$ cat config.mk
export PLATFORM = sky130hd
export DESIGN_NAME = mcu0_fetch
export DESIGN_NICKNAME = d
export VERILOG_FILES = /design/src/rtl/mcu0_pkg.sv /design/src/rtl/mcu0_fetch_fifo.sv /design/src/rtl/mcu0_fetch.sv
export SDC_FILE = /design/constraint.sdc
export NUM_CORES = 1
export LEC_CHECK = 0
export ABC_CLOCK_PERIOD_IN_PS = 3900
export BUFFER_PORTS_ARGS = -buffer_cell sky130_fd_sc_hd__buf_2
export CORE_UTILIZATION = 50
export CTS_CLUSTER_SIZE = 8
export DETAILED_ROUTE_END_ITERATION = 16
export GPL_TIMING_DRIVEN = 0
export PLACE_DENSITY = 0.84
export SYNTH_ARGS = -nofsm -noshare
export SYNTH_HDL_FRONTEND = slang
export SYNTH_SLANG_ARGS = --single-unit
$ cat constraint.sdc
create_clock -name clock -period 3.9 [get_ports clock]
set_clock_uncertainty 0.15 [all_clocks]
set_input_delay 0.195 -clock clock [delete_from_list [all_inputs] [get_ports clock]]
set_output_delay 0.195 -clock clock [all_outputs]
set_load 0.005 [all_outputs]
$ cat src/rtl/mcu0_pkg.sv
// Shared definitions for the mcu0 accumulator CPU: opcodes and the fetch FSM state type.
package mcu0_pkg;

   localparam int W = 15;  // instruction MSB index

   localparam logic [3:0] OP_LD  = 4'h0;
   localparam logic [3:0] OP_ADD = 4'h1;
   localparam logic [3:0] OP_JMP = 4'h2;
   localparam logic [3:0] OP_ST  = 4'h3;
   localparam logic [3:0] OP_CMP = 4'h4;
   localparam logic [3:0] OP_JEQ = 4'h5;

   typedef enum logic [1:0] {
      F_IDLE = 2'd0,
      F_HI   = 2'd1,
      F_LO   = 2'd2
   } fetch_state_t;

endpackage

$ cat src/rtl/mcu0_fetch_fifo.sv
// Prefetch FIFO holding {pc, instruction} entries; head and valid are registered.
module mcu0_fetch_fifo #(
   parameter int DEPTH = 2,
   parameter int EW    = 32,
   parameter int CW    = $clog2(DEPTH) + 1
) (
   input  logic          clock,
   input  logic          reset_n,
   input  logic          push,
   input  logic [EW-1:0] din,
   input  logic          pop,
   input  logic          flush,
   output logic [EW-1:0] head,
   output logic          valid,
   output logic [CW-1:0] count
);

   localparam int PW = $clog2(DEPTH);

   logic [EW-1:0] mem [DEPTH];
   logic [PW-1:0] rd_ptr, wr_ptr;
   logic [CW-1:0] count_n;
   logic          pop_ok, push_ok;

   assign pop_ok  = pop && (count != '0);
   assign push_ok = push && ((count != CW'(DEPTH)) || pop_ok);

   always_comb begin
      count_n = count;
      if (flush)
         count_n = '0;
      else if (push_ok && !pop_ok)
         count_n = count + CW'(1);
      else if (pop_ok && !push_ok)
         count_n = count - CW'(1);
   end

   // The head register is refreshed from the entry behind the popped one, or
   // from the incoming word when the FIFO would otherwise be empty.
   always_ff @(posedge clock or negedge reset_n) begin
      if (!reset_n) begin
         rd_ptr <= '0;
         wr_ptr <= '0;
         count  <= '0;
         valid  <= 1'b0;
         head   <= '0;
      end else begin
         count <= count_n;
         valid <= (count_n != '0);
         if (flush) begin
            rd_ptr <= '0;
            wr_ptr <= '0;
         end else begin
            if (push_ok)
               wr_ptr <= wr_ptr + PW'(1);
            if (pop_ok)
               rd_ptr <= rd_ptr + PW'(1);
            if (pop_ok && (count > CW'(1)))
               head <= mem[rd_ptr + PW'(1)];
            else if (push_ok && ((count == '0) || (pop_ok && (count == CW'(1)))))
               head <= din;
         end
      end
   end

   always_ff @(posedge clock) begin
      if (push_ok && !flush)
         mem[wr_ptr] <= din;
   end

endmodule

$ cat src/rtl/mcu0_fetch.sv
// mcu0 instruction fetch: two byte reads per instruction into a prefetch FIFO.
// Optional MCU0_FETCH_ALIGN_CHECK_EN forces even jump targets and adds a misalign flag.
module mcu0_fetch
   import mcu0_pkg::*;
#(
   parameter int AW    = 16,
   parameter int DEPTH = 2
) (
   input  logic          clock,
   input  logic          reset_n,
   output logic          mem_rd,
   output logic [AW-1:0] mem_addr,
   input  logic [7:0]    mem_rdata,
   output logic          ir_valid,
   output logic [15:0]   ir,
   output logic [AW-1:0] ir_pc,
   input  logic          ir_ready,
   input  logic          jump,
   input  logic [AW-1:0] jump_addr
`ifdef MCU0_FETCH_ALIGN_CHECK_EN
   ,
   output logic          misalign
`endif
);

   localparam int CW = $clog2(DEPTH) + 1;

   fetch_state_t  state, state_n;
   logic [AW-1:0] fetch_pc, fetch_pc_n, addr_n, target;
   logic          lo_pend, lo_pend_n;
   logic [7:0]    hi_byte;
   logic [CW-1:0] count;
   logic [AW+15:0] head;
   logic          pop;

`ifdef MCU0_FETCH_ALIGN_CHECK_EN
   assign target = {jump_addr[AW-1:1], 1'b0};
`else
   assign target = jump_addr;
`endif

   assign pop = ir_valid && ir_ready;

   // Start a new instruction only when a FIFO slot is guaranteed for it.
   always_comb begin
      state_n    = state;
      fetch_pc_n = fetch_pc;
      addr_n     = mem_addr;
      lo_pend_n  = 1'b0;
      if (lo_pend)
         fetch_pc_n = fetch_pc + AW'(2);
      case (state)
         F_IDLE: begin
            if ((count + CW'(lo_pend)) < CW'(DEPTH)) begin
               state_n = F_HI;
               addr_n  = fetch_pc_n;
            end
         end
         F_HI: begin
            state_n = F_LO;
            addr_n  = mem_addr + AW'(1);
         end
         F_LO: begin
            lo_pend_n = 1'b1;
            if ((count + CW'(1)) < CW'(DEPTH)) begin
               state_n = F_HI;
               addr_n  = fetch_pc + AW'(2);
            end else begin
               state_n = F_IDLE;
            end
         end
         default: state_n = F_IDLE;
      endcase
      if (jump) begin
         state_n    = F_HI;
         fetch_pc_n = target;
         addr_n     = target;
         lo_pend_n  = 1'b0;
      end
   end

   always_ff @(posedge clock or negedge reset_n) begin
      if (!reset_n) begin
         state    <= F_IDLE;
         fetch_pc <= '0;
         lo_pend  <= 1'b0;
         mem_rd   <= 1'b0;
         mem_addr <= '0;
      end else begin
         state    <= state_n;
         fetch_pc <= fetch_pc_n;
         lo_pend  <= lo_pend_n;
         mem_rd   <= (state_n != F_IDLE);
         mem_addr <= addr_n;
      end
   end

   always_ff @(posedge clock) begin
      if (state == F_LO)
         hi_byte <= mem_rdata;
   end

`ifdef MCU0_FETCH_ALIGN_CHECK_EN
   always_ff @(posedge clock or negedge reset_n) begin
      if (!reset_n)
         misalign <= 1'b0;
      else
         misalign <= jump && jump_addr[0];
   end
`endif

   mcu0_fetch_fifo #(
      .DEPTH (DEPTH),
      .EW    (AW + 16),
      .CW    (CW)
   ) u_fifo (
      .clock   (clock),
      .reset_n (reset_n),
      .push    (lo_pend),
      .din     ({fetch_pc, hi_byte, mem_rdata}),
      .pop     (pop),
      .flush   (jump),
      .head    (head),
      .valid   (ir_valid),
      .count   (count)
   );

   assign ir    = head[15:0];
   assign ir_pc = head[AW+15:16];

endmodule

==> metrics <==
outcome=finished clean; Num CTS Buffers=17; DRT Wirelength=17,300 µm; largest net degree at the start of global routing=53; CTS Root Cell=clkbuf_16; post-synthesis to final-layout area growth=22.9%; Final Hold Viols=0; via/cell ratio=5.76; clock-pin slew on the worst setup and hold paths=0.06 ns; commonest cells after routing, fill and taps aside=91 x buf_2, 89 x nand2_1, 82 x o21ai_0; max cap viols=0; Seq/Total Area, Yosys=0.583; flops & latches, synth=145; first-pass GRT wire length=27,800 µm; clock sink count=145; fin nets=782; CTS H-Tree Depth=4; via count=5,372; cell area after layout=0.00842 mm²; die area=0.0142 mm²; worst path arrival time=3.22 ns; DRC=0; initial antenna violation count=0; worst reg2reg path startpoint=state[0]; pre-CTS setup slack=0.895 ns; Seq. cell area=0.00399 mm²; RD Place Congestion=0.962; Starting Density=0.515; Worst setup SP type=flip-flop; Leak=3.34 nW; HP Class=input pin to async pin; post-synth net total=657; placed cell areas=0.00755 mm²; Worst setup endpoint=mem_addr[13]; Total GRT Usage=0.259; post-synth cell types=52; Wirelength per Cell=18.5 µm; chip width=119 µm; initial drt markers=508; pwr dens=528 mW/mm²; Worst Slack Setup Final=0.832 ns; final antenna-violating net count=0; Final Slew Violations=0; row cnt=42; TritonRoute pass-1 iters=5; Required @ worst endpoint=4.05 ns; diode count=0; Buffers on Ports=77; Die Y=119 µm; synthesized cell area=0.00685 mm²; CTS Buffer Depth=2; most common flop cell mapped by yosys=dfrtp_1; share of layout cells above drive strength 1=0.180; Fillers=1,012; Post-synth EDFFs=72; crit path capture type=flip-flop; r2r setup slk=0.83 ns; Synth Warn #=0; DP HPWL=11,800 µm; commonest non-fill, non-tap cell in the layout=buf_2; Critical R2R Capture=mem_addr[13]; Syn Inst Count=619; max frequency=326 MHz; Tcrit/Tclk final=0.787; peak supply drop=0.000256 V; Setup CP Type=flip-flop to flip-flop; I/O Pins=78; area occupied by multi-input gates=0.00268 mm²; Max FO, Critical Path=10; normalized max-slew margin=0.377; Post-Syn Area per Cell=11.1 µm²; GRT overflow=0; RSZ-0062 raised after global routing=no; Synth async-reset ratio=0.503; core area=0.0133 mm²; Final Setup Violations=0; TNS Setup=0 ns; CTS tree=built; setup repair bufs after CTS=0; vias in the first global route=5,284; Clk Latency, worst-skew pair=0.43 ns; crit path launch=state[0]; Slew @ Worst Pin=0.928 ns; r2r worst-path depth=9; final critical-path required period=3.07 ns
==> sequential cells by signal, summed over array words and instances (netlist names) <==
register / count
u_fifo.head: 32
hi_byte: 8
mem_rd: 1
u_fifo.mem: 64
u_fifo.count: 2
fetch_pc: 16
lo_pend: 1
mem_addr: 16
u_fifo.wr_ptr: 1
state: 2
u_fifo.rd_ptr: 1
u_fifo.valid: 1
==> kinds of logic after synthesis <==
logic type,share of synthesized area
xor+xnor,0.0486
buf+inv,0.0296
compound gates,0.122
fa+ha+maj,0.0183
flops,0.583
simple gates,0.134
mux,0.0651
==> what timing repair did <==
action                                 4_1_cts  5_1_grt
hold buffers                                26        0
resized for setup                            0        0
endpoints found under the hold margin      132        0
==> report_power, final <==
| part | internal [mW] | leakage (nW) | switching, mW | total [mW] |
|---|---|---|---|---|
| Combinational | 0.338 | 1.49 | 0.435 | 0.773 |
| Clock | 1.06 | 0.294 | 0.622 | 1.68 |
| Sequential | 1.81 | 1.55 | 0.169 | 1.98 |
==> stage by stage <==
stage                     total power, mW   util  cells  hold slack [ns]
after global placement               2.71  0.561    872            0.261
after global routing                 4.63  0.633    933           0.0783
after floorplan                      2.39      -    619           -0.251
after CTS                            4.44  0.633    933           0.0536
final                                4.44  0.633    933           0.0574
after detailed placement             2.75  0.568    875          -0.0403
==> cells in the mapped netlist (all sizes together) (3+ instances only) <==
master	instances	area share
buf	18	0.013
mux2i	40	0.058
ha	10	0.018
nand3	12	0.0088
a31oi	5	0.0046
xor2	29	0.037
nor2	31	0.017
nand4	10	0.012
mux2	4	0.0066
o21ai	84	0.061
a22oi	5	0.0055
edfxtp	72	0.32
nand2b	4	0.0037
clkbuf	17	0.0093
dfrtp	73	0.27
a21oi	15	0.011
o221ai	5	0.0064
a211oi	3	0.0033
o22ai	5	0.0046
nor3	17	0.012
nor2b	5	0.0046
nand2	89	0.049
nor4	13	0.015
a221oi	7	0.0090
xnor2	9	0.012
inv	14	0.0077
==> cell type report <==
| class | count | share of cell area |
|---|---|---|
| flip-flops and latches | 145 | 0.474 |
| multi-input cells | 425 | 0.318 |
| repair buffers | 106 | 0.0853 |
| clock buffers | 24 | 0.0574 |
| well taps | 176 | 0.0262 |
| plain buffers | 35 | 0.0178 |
| clock inverters | 8 | 0.0150 |
| inverters | 14 | 0.00624 |
==> per-layer routing <==
metal | vias to the layer above | track usage | wire length [µm]
met2 | 254 | 0.427 | 8460
met5 | - | 0 | 0
li1 | 2496 | - | -
met1 | 2581 | 0.330 | 7140
met3 | 41 | 0.0532 | 1280
met4 | 0 | 0.112 | 413
==> worst max-delay path: stages (launching register included) <==
cell	delay, ns
dfrtp_1	0.41
inv_1	0.11
ha_1	0.52
buf_2	0.35
nor3_1	0.11
a21oi_1	0.39
nand2_1	0.22
buf_2	0.26
a221oi_1	0.31
o22ai_1	0.12
==> worst min-delay path by stage <==
stage / from / endpoint / slack [ns] / depth (start not counted)
6_report: reset_n / u_fifo.head[1] / 0.06 / 2
5_1_grt: reset_n / u_fifo.head[10] / 0.08 / 2
4_1_cts: reset_n / u_fifo.head[7] / 0.05 / 2
3_5_place_dp: reset_n / u_fifo.head[1] / -0.04 / 1
3_3_place_gp: mem_rdata[0] / hi_byte[0] / 0.26 / 1
2_1_floorplan: reset_n / fetch_pc[0] / -0.25 / 0
Note: power is estimated with default switching activity, not from simulation.
